--- src/rtl/buzzer_sequencer.sv ---
// Note-queue buzzer driver: register-mapped FIFO of {half-period, duration} words
// played back as a square wave with a one-tick silent gap after each note.
module buzzer_sequencer #(
  parameter int FIFO_DEPTH = 8,
  parameter int PRESCALE   = 256,
  parameter int TICK_DIV   = 50000
) (
  input  logic        clock,
  input  logic        reset,
  input  logic [1:0]  address,
  input  logic        write_enable,
  input  logic        read_enable,
  input  logic [15:0] write_data_in,
  output logic [15:0] read_data_out,
  output logic        buzzer_output,
  output logic        irq
);

  localparam int PTR_W  = (FIFO_DEPTH > 1) ? $clog2(FIFO_DEPTH) : 1;
  localparam int TONE_W = $clog2(255 * PRESCALE + 1);
  localparam int TICK_W = $clog2(TICK_DIV + 1);

  typedef enum logic [1:0] {S_IDLE, S_LOAD, S_PLAY, S_GAP} state_t;

  state_t             state_q;
  logic [PTR_W-1:0]   wr_ptr_q, rd_ptr_q;
  logic [3:0]         count_q, count_d;
  logic               ovf_q, ovf_d;
  logic               enable_q, irq_en_q, irq_q;
  logic               buz_q;
  logic [15:0]        mem_q [FIFO_DEPTH];
  logic [15:0]        head_q;
  logic [TONE_W-1:0]  tone_lim_q, tone_cnt_q;
  logic [TICK_W-1:0]  tick_cnt_q;
  logic [7:0]         dur_q, ticks_q;

  logic note_wr, ctrl_wr, flush, stat_rd;
  logic full, empty, busy, push_ok, push_rej, pop;

  assign note_wr  = write_enable && (address == 2'd0);
  assign ctrl_wr  = write_enable && (address == 2'd1);
  assign flush    = ctrl_wr && write_data_in[1];
  assign stat_rd  = read_enable && (address == 2'd2);
  assign full     = (count_q == 4'(FIFO_DEPTH));
  assign empty    = (count_q == 4'd0);
  assign busy     = (state_q != S_IDLE);
  // Fullness is taken from the registered count, so a same-cycle pop never frees room.
  assign push_ok  = note_wr && !full;
  assign push_rej = note_wr && full;
  assign pop      = (state_q == S_IDLE) && enable_q && !empty && !flush;

  assign read_data_out = stat_rd ? {8'h00, count_q, ovf_q, empty, full, busy} : 16'h0000;
  assign buzzer_output = buz_q;
  assign irq           = irq_q;

  function automatic logic [PTR_W-1:0] ptr_inc(input logic [PTR_W-1:0] p);
    return (p == PTR_W'(FIFO_DEPTH - 1)) ? '0 : p + PTR_W'(1);
  endfunction

  always_comb begin
    count_d = count_q;
    if (flush) begin
      count_d = 4'd0;
    end else begin
      case ({push_ok, pop})
        2'b10:   count_d = count_q + 4'd1;
        2'b01:   count_d = count_q - 4'd1;
        default: count_d = count_q;
      endcase
    end
  end

  always_comb begin
    ovf_d = ovf_q;
    if (push_rej) begin
      ovf_d = 1'b1;
    end else if (stat_rd) begin
      ovf_d = 1'b0;
    end
  end

  always_ff @(posedge clock or negedge reset) begin
    if (!reset) begin
      wr_ptr_q <= '0;
      rd_ptr_q <= '0;
      count_q  <= 4'd0;
      ovf_q    <= 1'b0;
      enable_q <= 1'b0;
      irq_en_q <= 1'b0;
      irq_q    <= 1'b0;
    end else begin
      count_q <= count_d;
      ovf_q   <= ovf_d;
      irq_q   <= irq_en_q && enable_q && empty && (state_q == S_IDLE);
      if (ctrl_wr) begin
        enable_q <= write_data_in[0];
        irq_en_q <= write_data_in[2];
      end
      if (flush) begin
        wr_ptr_q <= '0;
        rd_ptr_q <= '0;
      end else begin
        if (push_ok) wr_ptr_q <= ptr_inc(wr_ptr_q);
        if (pop)     rd_ptr_q <= ptr_inc(rd_ptr_q);
      end
    end
  end

  // Queue storage and head register carry no reset so they map onto block RAM.
  always_ff @(posedge clock) begin
    if (push_ok) mem_q[wr_ptr_q] <= write_data_in;
    if (pop)     head_q <= mem_q[rd_ptr_q];
  end

  always_ff @(posedge clock or negedge reset) begin
    if (!reset) begin
      state_q    <= S_IDLE;
      buz_q      <= 1'b0;
      tone_lim_q <= '0;
      tone_cnt_q <= '0;
      tick_cnt_q <= '0;
      dur_q      <= 8'd0;
      ticks_q    <= 8'd0;
    end else if (flush) begin
      state_q    <= S_IDLE;
      buz_q      <= 1'b0;
      tone_cnt_q <= '0;
      tick_cnt_q <= '0;
      ticks_q    <= 8'd0;
    end else begin
      case (state_q)
        S_IDLE: begin
          buz_q <= 1'b0;
          if (pop) state_q <= S_LOAD;
        end
        S_LOAD: begin
          buz_q <= 1'b0;
          if (!enable_q) begin
            state_q <= S_IDLE;
          end else begin
            tone_lim_q <= TONE_W'(head_q[15:8]) * TONE_W'(PRESCALE);
            dur_q      <= head_q[7:0];
            tone_cnt_q <= '0;
            tick_cnt_q <= '0;
            ticks_q    <= 8'd0;
            state_q    <= (head_q[7:0] == 8'd0) ? S_IDLE : S_PLAY;
          end
        end
        S_PLAY: begin
          if (!enable_q) begin
            state_q <= S_IDLE;
            buz_q   <= 1'b0;
          end else begin
            if (tone_lim_q != '0) begin
              if (tone_cnt_q == tone_lim_q - TONE_W'(1)) begin
                tone_cnt_q <= '0;
                buz_q      <= ~buz_q;
              end else begin
                tone_cnt_q <= tone_cnt_q + TONE_W'(1);
              end
            end
            // The final tick edge overrides any same-edge toggle and silences the output.
            if (tick_cnt_q == TICK_W'(TICK_DIV - 1)) begin
              tick_cnt_q <= '0;
              if (ticks_q == dur_q - 8'd1) begin
                state_q <= S_GAP;
                buz_q   <= 1'b0;
              end else begin
                ticks_q <= ticks_q + 8'd1;
              end
            end else begin
              tick_cnt_q <= tick_cnt_q + TICK_W'(1);
            end
          end
        end
        S_GAP: begin
          buz_q <= 1'b0;
          if (!enable_q) begin
            state_q <= S_IDLE;
          end else if (tick_cnt_q == TICK_W'(TICK_DIV - 1)) begin
            tick_cnt_q <= '0;
            state_q    <= S_IDLE;
          end else begin
            tick_cnt_q <= tick_cnt_q + TICK_W'(1);
          end
        end
        default: begin
          state_q <= S_IDLE;
          buz_q   <= 1'b0;
        end
      endcase
    end
  end

endmodule

--- config.mk ---
export PLATFORM = sky130hd
export DESIGN_NAME = buzzer_sequencer
export DESIGN_NICKNAME = d
export VERILOG_FILES = /design/src/rtl/buzzer_sequencer.sv
export SDC_FILE = /design/constraint.sdc
export NUM_CORES = 1
export LEC_CHECK = 0
export CORE_MARGIN = 2
export CORE_UTILIZATION = 55
export DETAILED_ROUTE_END_ITERATION = 12
export PLACE_DENSITY = 0.71
export SYNTH_ARGS = -nofsm -noshare
export SYNTH_HDL_FRONTEND = slang
export SYNTH_SLANG_ARGS = --single-unit
--- constraint.sdc ---
create_clock -name clock -period 3.55 [get_ports clock]
set_input_delay 0.71 -clock clock [delete_from_list [all_inputs] [get_ports clock]]
set_output_delay 0.71 -clock clock [all_outputs]
set_load 0.005 [all_outputs]
==> results.json <==
{
  "clkTransAtPathRegs_ps": 60,
  "drtAntennaViolNets": 0,
  "total_power_mw": 7.746,
  "worstHoldPathType": "in -> async",
  "leakagePower_nw": 4.110,
  "final-hold-violation-count": 0,
  "setup_viol": 0,
  "yosys_most_used_dff": "edfxtp_1",
  "wirelength_um": 19300,
  "cts_root_buffer": "clkbuf_16",
  "fp.dieArea_mm2": 0.01878,
  "vias_per_cell": 5.920,
  "max_freq_ghz": 0.3339,
  "nFillCells": 1254,
  "crit_type": "reg -> reg",
  "ff2ff_setup_slack_ps": 550,
  "p_switching_mw": 2.319,
  "insertion_delay_ps": 520,
  "via_count": 5938,
  "synth_cells": 716,
  "rsz0062_at_grt": "false",
  "antenna_found_initial": 0,
  "yosys_register_bits": 217,
  "antennaDiodeCount": 0,
  "p_sw_share_pct": 29.94,
  "crit_required_ps": 3950,
  "multiInputGateArea_mm2": 0.003377,
  "syn2layout_area_growth_pct": 13.84,
  "grt_max_degree": 74,
  "drt_pass1_iterations": 5,
  "ctsHoldBuffers": 0,
  "start_kind": "register",
  "p_seq_share_pct": 45.9,
  "reg2reg_from": "dur_q[0]",
  "yosysSeqAreaShare_pct": 63.20,
  "cts_htree_levels": 1,
  "dp_hpwl_um": 12440,
  "r2r_cells": 9,
  "postCtsSetupBuffers": 0,
  "coreArea_mm2": 0.01730,
  "grt_pass1_wl_um": 32140,
  "synth.distinct_cells": 59,
  "tightest_slew_ps": 934.0,
  "final_nets": 797,
  "relSlewSlack_pct": 37.74,
  "ios": 40,
  "syn_area_mm2": 0.009733,
  "comb_power_share_pct": 24.1,
  "route.detailed.drc": 0,
  "die_w_um": 137.0,
  "clock-sinks": 217,
  "holdWs_ps": 341.3,
  "seqCellArea_mm2": 0.006153,
  "synth_edf_count": 144,
  "crit_start": "dur_q[0]",
  "clk_path_buf_depth": 3,
  "fin_crit_ps": 2995,
  "fin_setup_tns_ps": 0,
  "cp_max_fo": 11,
  "drtIter0Drc": 388,
  "drv_slew": 0,
  "die_h_um": 137.0,
  "cap_violations": 0,
  "grt_pass1_vias": 6291,
  "layout_commonest_cell": "edfxtp_1",
  "drive_gt1_share_pct": 16.71,
  "initial_core_util_pct": 56.27,
  "skew_ps": 9.357,
  "cts_resized": 0,
  "overflow": 0,
  "fin_crit_sh_pct": 84.37,
  "cts_inserted_buffers": 23,
  "crit_path_end_kind": "register",
  "wl_per_cell_um": 19.25,
  "power_density_mw_per_mm2": 699.1,
  "reg2reg_to": "ticks_q[6]",
  "cp.arrival_ps": 3390,
  "design_area_mm2": 0.01108,
  "rows": 48,
  "avgSynthCellArea_um2": 13.59,
  "cts_tree": "yes",
  "synthArstFlopShare_pct": 33.64,
  "clkPwrFrac_pct": 30.0,
  "place_area_mm2": 0.01035,
  "endpoint": "ticks_q[6]",
  "place.port_buffers": 31,
  "yosys_warnings": 0,
  "grt_use_total_pct": 22.00,
  "routabilityCongestion": 0.8384,
  "status": "finished clean",
  "layout_common_cells": "144 x edfxtp_1, 71 x dfrtp_1, 56 x nor2_1",
  "p_int_mw": 5.427,
  "ir_drop_mv": 0.4898
}
[cell type report]
| class | instances | share of cell area, % |
|---|---|---|
| sequential | 217 | 55.53 |
| multi-input combinational | 448 | 30.48 |
| clock buffer | 29 | 5.488 |
| timing repair buffer | 48 | 4.042 |
| tap | 225 | 2.541 |
| clock inverter | 12 | 1.107 |
| inverter | 24 | 0.8130 |
[layer usage]
metal  vias up  global-route usage (%)  share of wire (%)
met4         0                   7.560                2.6
met5         -                       0                  0
met3        54                   3.481                4.6
li1       2762                       -                  -
met1      2951                   28.45                 42
met2       171                   37.98                 51
[worst max-delay path, stage by stage, from the launching register on]
cell	delay [ps]
dfrtp_1	420
inv_1	80
ha_1	350
and2_1	210
nor3b_1	180
o21ai_0	120
a2111oi_2	590
a21oi_1	400
and4_1	310
a211o_1	220
[registers in the layout, indices dropped and copies added (netlist names)]
signal         count
tick_cnt_q        16
irq                1
head_q            16
buzzer_output      1
ovf_q              1
irq_en_q           1
dur_q              8
tone_lim_q         8
tone_cnt_q        16
rd_ptr_q           3
mem_q            128
enable_q           1
ticks_q            8
count_q            4
state_q            2
wr_ptr_q           3
[worst min-delay path by stage]
stage | start | end | slack (ps) | cells past startpoint
4_1_cts | reset | ovf_q | 360 | 1
6_report | reset | tick_cnt_q[7] | 340 | 1
2_1_floorplan | reset | buzzer_output | 410 | 0
3_3_place_gp | head_q[12] | tone_lim_q[12] | 470 | 1
3_5_place_dp | head_q[10] | tone_lim_q[10] | 480 | 1
5_1_grt | reset | ovf_q | 420 | 1
[metrics by stage]
step,setup WS (ps),util [%],cells
2_1_floorplan,289.4,-,723
3_3_place_gp,557.9,59.84,962
3_5_place_dp,387.0,59.84,962
4_1_cts,557.0,64.06,1003
5_1_grt,235.2,64.06,1003
6_report,554.8,64.06,1003
[kinds of logic (layout without fill, tap and decap cells)]
kind of cell,count (synthesis),count (layout),synth area share (%)
simple gates,233,233,11.92
flops,217,217,63.20
compound gates,96,96,6.119
mux,74,74,12.17
buf+inv,58,113,2.648
xor+xnor,24,24,2.160
fa+ha+maj,13,13,1.748
other cells,1,8,0.03853
[Yosys cell counts, drive strengths merged (2+ instances only)]
library cell | n | area, um^2
buf | 15 | 96.34
nor3b | 6 | 45.04
mux4 | 32 | 720.7
nand2b | 11 | 68.82
nor4 | 10 | 62.56
nand2 | 54 | 202.7
a211oi | 5 | 37.54
mux2i | 7 | 70.07
inv | 24 | 90.09
or3 | 8 | 55.05
o211ai | 2 | 15.01
mux2 | 35 | 394.1
o2111ai | 2 | 17.52
o31ai | 3 | 22.52
edfxtp | 144 | 4324
nand4 | 4 | 25.02
nand3b | 3 | 22.52
nand3 | 28 | 140.1
nor2 | 56 | 210.2
clkbuf | 19 | 71.32
o21ai | 41 | 205.2
a21oi | 19 | 95.09
a32o | 2 | 20.02
and3 | 13 | 81.33
nor3 | 18 | 90.09
or2 | 3 | 18.77
dfrtp | 73 | 1827
and2 | 9 | 56.30
or4 | 2 | 18.77
xnor2 | 14 | 122.6
o22ai | 4 | 25.02
nor4bb | 2 | 20.02
xor2 | 10 | 87.58
ha | 12 | 150.1
nor2b | 4 | 25.02
a21o | 5 | 37.54
[power groups by stage]
stage	Sequential (mW)	Combinational, mW	Clock (mW)
2_1_floorplan	3.30	1.59	0
3_3_place_gp	3.59	1.79	0
3_5_place_dp	3.61	1.86	0
4_1_cts	3.56	1.88	2.36
5_1_grt	3.62	2.07	2.46
6_report	3.56	1.87	2.32
Power figures use the tool's default switching activity.
